File: src/rtl/cr16_control_fsm.sv
// rtl/cr16_control_fsm.sv - CR16 fetch/decode/execute instruction sequencer
// Accepts one instruction per handshake and drives registered datapath controls.
module cr16_control_fsm #(
    parameter int IMM_WIDTH = 6,
    parameter int CNT_WIDTH = 16
) (
    input  logic                 I_CLK,
    input  logic                 I_RESET,
    input  logic [15:0]          I_INSTR,
    input  logic                 I_INSTR_VALID,
    output logic                 O_INSTR_READY,
    output logic [15:0]          O_REG_ENABLE,
    output logic [3:0]           O_OPCODE,
    output logic                 O_ALU_ENABLE,
    output logic [3:0]           O_READ_PORT_A_SEL,
    output logic [3:0]           O_READ_PORT_B_SEL,
    output logic [15:0]          O_IMMEDIATE,
    output logic                 O_IMM_SEL,
    output logic                 O_ILLEGAL,
    output logic [CNT_WIDTH-1:0] O_RETIRED
);

    typedef enum logic [1:0] {
        S_FETCH  = 2'd0,
        S_DECODE = 2'd1,
        S_EXEC   = 2'd2
    } state_t;

    localparam logic [1:0] CLASS_R   = 2'b00;
    localparam logic [1:0] CLASS_I   = 2'b01;
    localparam logic [1:0] CLASS_CMP = 2'b10;
    localparam logic [1:0] CLASS_BAD = 2'b11;

    state_t      state;
    state_t      state_next;
    logic [15:0] instr_q;
    logic [1:0]  iclass;
    logic        is_itype;
    logic        is_illegal;
    logic [15:0] imm_ext;

    logic        ready_next;
    logic        alu_next;
    logic [15:0] reg_en_next;
    logic        illegal_next;
    logic        load_instr;
    logic        load_decode;
    logic        retire;

    assign iclass   = instr_q[15:14];
    assign is_itype = (iclass == CLASS_I);
    // Reserved bits [1:0] only exist in R and CMP; in I-type they belong to the immediate.
    assign is_illegal = (iclass == CLASS_BAD) ||
                        ((iclass == CLASS_R || iclass == CLASS_CMP) && (instr_q[1:0] != 2'b00));
    assign imm_ext = {{(16-IMM_WIDTH){instr_q[IMM_WIDTH-1]}}, instr_q[IMM_WIDTH-1:0]};

    always_comb begin
        state_next   = state;
        ready_next   = 1'b0;
        alu_next     = 1'b0;
        reg_en_next  = 16'h0000;
        illegal_next = 1'b0;
        load_instr   = 1'b0;
        load_decode  = 1'b0;
        retire       = 1'b0;
        case (state)
            S_FETCH: begin
                // Registered READY is low for one cycle after reset, so gate the accept on it.
                if (O_INSTR_READY && I_INSTR_VALID) begin
                    load_instr = 1'b1;
                    state_next = S_DECODE;
                end else begin
                    ready_next = 1'b1;
                end
            end
            S_DECODE: begin
                load_decode = 1'b1;
                if (is_illegal) begin
                    illegal_next = 1'b1;
                    ready_next   = 1'b1;
                    state_next   = S_FETCH;
                end else begin
                    alu_next    = 1'b1;
                    reg_en_next = (iclass == CLASS_CMP) ? 16'h0000 : (16'h0001 << instr_q[9:6]);
                    state_next  = S_EXEC;
                end
            end
            S_EXEC: begin
                retire     = 1'b1;
                ready_next = 1'b1;
                state_next = S_FETCH;
            end
            default: begin
                ready_next = 1'b1;
                state_next = S_FETCH;
            end
        endcase
    end

    always_ff @(posedge I_CLK or posedge I_RESET) begin
        if (I_RESET) begin
            state             <= S_FETCH;
            instr_q           <= 16'h0000;
            O_INSTR_READY     <= 1'b0;
            O_REG_ENABLE      <= 16'h0000;
            O_OPCODE          <= 4'h0;
            O_ALU_ENABLE      <= 1'b0;
            O_READ_PORT_A_SEL <= 4'h0;
            O_READ_PORT_B_SEL <= 4'h0;
            O_IMMEDIATE       <= 16'h0000;
            O_IMM_SEL         <= 1'b0;
            O_ILLEGAL         <= 1'b0;
            O_RETIRED         <= '0;
        end else begin
            state         <= state_next;
            O_INSTR_READY <= ready_next;
            O_ALU_ENABLE  <= alu_next;
            O_REG_ENABLE  <= reg_en_next;
            O_ILLEGAL     <= illegal_next;
            if (load_instr) begin
                instr_q <= I_INSTR;
            end
            if (load_decode) begin
                O_OPCODE          <= instr_q[13:10];
                O_READ_PORT_A_SEL <= instr_q[9:6];
                O_READ_PORT_B_SEL <= instr_q[5:2];
                O_IMMEDIATE       <= is_itype ? imm_ext : 16'h0000;
                O_IMM_SEL         <= is_itype;
            end
            if (retire) begin
                O_RETIRED <= O_RETIRED + CNT_WIDTH'(1);
            end
        end
    end

endmodule

File: config.mk
export PLATFORM = sky130hd
export DESIGN_NAME = cr16_control_fsm
export DESIGN_NICKNAME = d
export VERILOG_FILES = /design/src/rtl/cr16_control_fsm.sv
export SDC_FILE = /design/constraint.sdc
export NUM_CORES = 1
export LEC_CHECK = 0
export ABC_CLOCK_PERIOD_IN_PS = 3600
export CAP_MARGIN = 0
export CORE_ASPECT_RATIO = 0.7
export CORE_UTILIZATION = 25
export DETAILED_ROUTE_END_ITERATION = 8
export PLACE_DENSITY = 0.45
export SYNTH_ARGS = -nofsm -noshare
export SYNTH_HDL_FRONTEND = slang
export SYNTH_SLANG_ARGS = --single-unit
File: constraint.sdc
create_clock -name I_CLK -period 3.6 [get_ports I_CLK]
set_input_delay 0.54 -clock I_CLK [delete_from_list [all_inputs] [get_ports I_CLK]]
set_output_delay 0.54 -clock I_CLK [all_outputs]
set_load 0.005 [all_outputs]
==> impl_metrics.env <==
export IMPL_power_density_mw_per_mm2=786
export IMPL_grt_pass1_vias=1705
export IMPL_synth_edff_count=0
export IMPL_fmax_mhz=506
export IMPL_syn_avg_cell_area_um2=13.8
export IMPL_clock_sinks=72
export IMPL_final_setup_tns_ps=0
export IMPL_die_h_um=90.4
export IMPL_htree_levels=3
export IMPL_end_kind="flip-flop"
export IMPL_reg2reg_from="state[1]"
export IMPL_min_period_over_period_pct=54.9
export IMPL_port_buffers=82
export IMPL_antenna_found_initial=0
export IMPL_diodes=0
export IMPL_grt_max_degree=43
export IMPL_seqCellArea_mm2=0.00180
export IMPL_grt_use_met1_pct=16.8
export IMPL_net_switching_power_mw=0.861
export IMPL_clockBufferDepth=2
export IMPL_crit_chain="clkdlybuf4s50_1 > nand2_1 > nor3_4 > mux2_2"
export IMPL_r2r_end="O_IMMEDIATE[3]"
export IMPL_cap_violations=0
export IMPL_p_leak_nw=1.71
export IMPL_crit_buf_inv=1
export IMPL_crit_path_max_incr_delay_ps=680
export IMPL_syn_num_nets=223
export IMPL_postRouteWirelength_mm=6.02
export IMPL_rsz0062_at_grt="false"
export IMPL_cp_depth=4
export IMPL_setup_viol=0
export IMPL_dr_pass1_iters=3
export IMPL_postCtsSetupBuffers=0
export IMPL_ctsHoldBuffers=0
export IMPL_clkSlewWorstSetupHoldPaths_ps=50
export IMPL_power_internal_mw=2.29
export IMPL_whs_endpoint="O_IMM_SEL"
export IMPL_worstHoldStart="O_IMM_SEL"
export IMPL_seqPwrFrac_pct=40.8
export IMPL_crit_required_ps=3810
export IMPL_track_usage_pct=11.3
export IMPL_multi_input_area_um2=871
export IMPL_slew_headroom_pct=41.0
export IMPL_synth_top_area_share_pct=64.5
export IMPL_ys_types=28
export IMPL_slew_violations=0
export IMPL_finClkSkew_ps=3.50
export IMPL_cts_tree="built"
export IMPL_yosysMostFrequentCell="dfrtp_1"
export IMPL_fp_row_count=31
export IMPL_synthCells=203
export IMPL_dp_hpwl_mm=4.26
export IMPL_cts_inserted_buffers=9
export IMPL_p_sw_share_pct=27.3
export IMPL_drive_gt1_share_pct=17.8
export IMPL_yosys_warnings=0
export IMPL_ir_worst_vdd_uv=285
export IMPL_ys_top_cells_by_area="dfrtp_1 65%, mux2_2 12%, buf_4 3.2%"
export IMPL_die_w_um=128
export IMPL_vias=1756
export IMPL_power_mw=3.16
export IMPL_die_area_mm2=0.0116
export IMPL_placedInstanceArea_mm2=0.00371
export IMPL_initial_core_util_pct=26.4
export IMPL_fin_util_pct=37.9
export IMPL_insertion_delay_ps=330
export IMPL_synth_area_mm2=0.00279
export IMPL_drc=0
export IMPL_worst_path_max_fanout=18
export IMPL_grt_pass1_wl_mm=9.60
export IMPL_grtUsageMet3_pct=4.44
export IMPL_nNetsFinal=303
export IMPL_cts_resized=0
export IMPL_routed_via_density=4.04
export IMPL_finalHoldViolCount=0
export IMPL_cp_top_family="simple AND/OR/NAND/NOR gates"
export IMPL_grt_use_met2_pct=13.9
export IMPL_crit_type="in -> reg"
export IMPL_cts_root_buf="clkbuf_16"
export IMPL_fillers=1028
export IMPL_area_growth_pct=43.9
export IMPL_slowest_stage="nor3_4"
export IMPL_combPwrFrac_pct=30.1
export IMPL_fin_area_mm2=0.00402
export IMPL_wire_per_inst_um=13.8
export IMPL_outcome="finished clean"
export IMPL_synth_seq_cells=72
export IMPL_rr_worst_depth=3
export IMPL_synth_commonest_cells="72 x dfrtp_1, 29 x mux2_2, 20 x nor2_1"
export IMPL_hold_depth=1
export IMPL_post_route_min_period_ps=1980
export IMPL_hp_class="reg -> reg"
export IMPL_drtIter0Drc=94
export IMPL_io_pins=83
export IMPL_p_clk_share_pct=29.1
export IMPL_yosys_area_top_type="dfrtp_1"
export IMPL_gp_congestion=0.676
export IMPL_grt_overflow=0
export IMPL_grt_most_used_layer="met1"
export IMPL_start_kind="input port"
export IMPL_worstPathArrival_ps=2190
export IMPL_yosysSeqAreaShare_pct=64.5
export IMPL_worst_pin_slew_ps=882
export IMPL_reg2reg_slack_ps=1760
export IMPL_synthFlopType="dfrtp_1"
export IMPL_async_reset_ff_share_pct=100
export IMPL_antenna_left=0
export IMPL_coreArea_mm2=0.0106
## layout make-up
type / count / share of cell area [%]
Clock buffer: 11 / 5.79
Clock inverter: 4 / 1.74
Inverter: 3 / 0.312
Multi-Input combinational cell: 112 / 21.7
Sequential cell: 72 / 44.9
Tap cell: 148 / 4.61
Timing Repair Buffer: 85 / 21.0
## logic make-up (layout without fill, tap and decap cells)
| kind of cell | after synthesis | after routing | share of synthesized area, % |
|---|---|---|---|
| compound gates | 10 | 10 | 2.87 |
| xor+xnor | 15 | 15 | 4.71 |
| fa+ha+maj | 1 | 1 | 0.448 |
| buf+inv | 19 | 103 | 4.26 |
| flops | 72 | 72 | 64.5 |
| mux | 29 | 29 | 11.7 |
| simple gates | 57 | 57 | 11.5 |
## worst register-to-register path, stage by stage, from the launching register on
cell	delay (ps)
dfrtp_1	440
nand2b_1	490
nor2_1	620
a22o_1	220
## cells in the final DEF, fill, tap and decap left out
cell and n:
clkdlybuf4s50_1 82, dfrtp_1 72, mux2_2 29, nor2_1 20
xnor2_1 10, clkbuf_16 9, nand2_1 7, nand3_1 6
a22o_1 6, xor2_1 5, nand2b_1 4, nor3_1 4
nand3b_1 3, clkinv_2 3, buf_4 3, nor3_4 2
inv_1 2, nand4_1 2, nor3_2 2, a21oi_1 2
and3_1 2, bufinv_16 2, clkbuf_1 2, or2b_1 1
nand4b_1 1, o21ba_2 1, or3_1 1, and4_1 1
and4bb_1 1, a21o_1 1, ha_1 1
## how the worst max path moves through the flow
stage,from,end,slack [ps]
floorplan,I_RESET,O_ALU_ENABLE,1240
global placement,I_INSTR_VALID,instr_q[9],1250
detailed placement,I_INSTR_VALID,instr_q[4],1220
CTS,I_INSTR_VALID,instr_q[4],1570
global route,I_INSTR_VALID,instr_q[8],1480
finish,I_INSTR_VALID,instr_q[3],1620
## power groups by stage
stage / sequential [mW] / combinational [mW] / clock (mW)
after floorplan: 1.24 / 0.560 / 0
after global placement: 1.30 / 0.958 / 0
after detailed placement: 1.30 / 0.968 / 0
after CTS: 1.30 / 0.972 / 0.945
after global routing: 1.33 / 1.04 / 0.981
final: 1.29 / 0.951 / 0.917
## per-layer routing
metal	up-vias	wire [um]
met5	-	0
met4	0	109
met3	8	338
met2	52	2400
met1	852	3170
li1	844	-
## registers in the layout (all words and copies together) (netlist names)
signal,cells
O_IMMEDIATE,6
O_RETIRED,16
O_IMM_SEL,1
instr_q,16
O_ALU_ENABLE,1
O_REG_ENABLE,16
O_OPCODE,4
O_READ_PORT_B_SEL,4
O_ILLEGAL,1
O_INSTR_READY,1
O_READ_PORT_A_SEL,4
state,2
## stage by stage
stage	worst slack (ps)	hold slack [ps]	instances
3_3_place_gp	1250	464	420
3_5_place_dp	1220	469	420
4_1_cts	1570	481	435
6_report	1620	478	435
5_1_grt	1480	496	435
2_1_floorplan	1240	468	203
No activity file was read; power rests on OpenSTA's default activity.
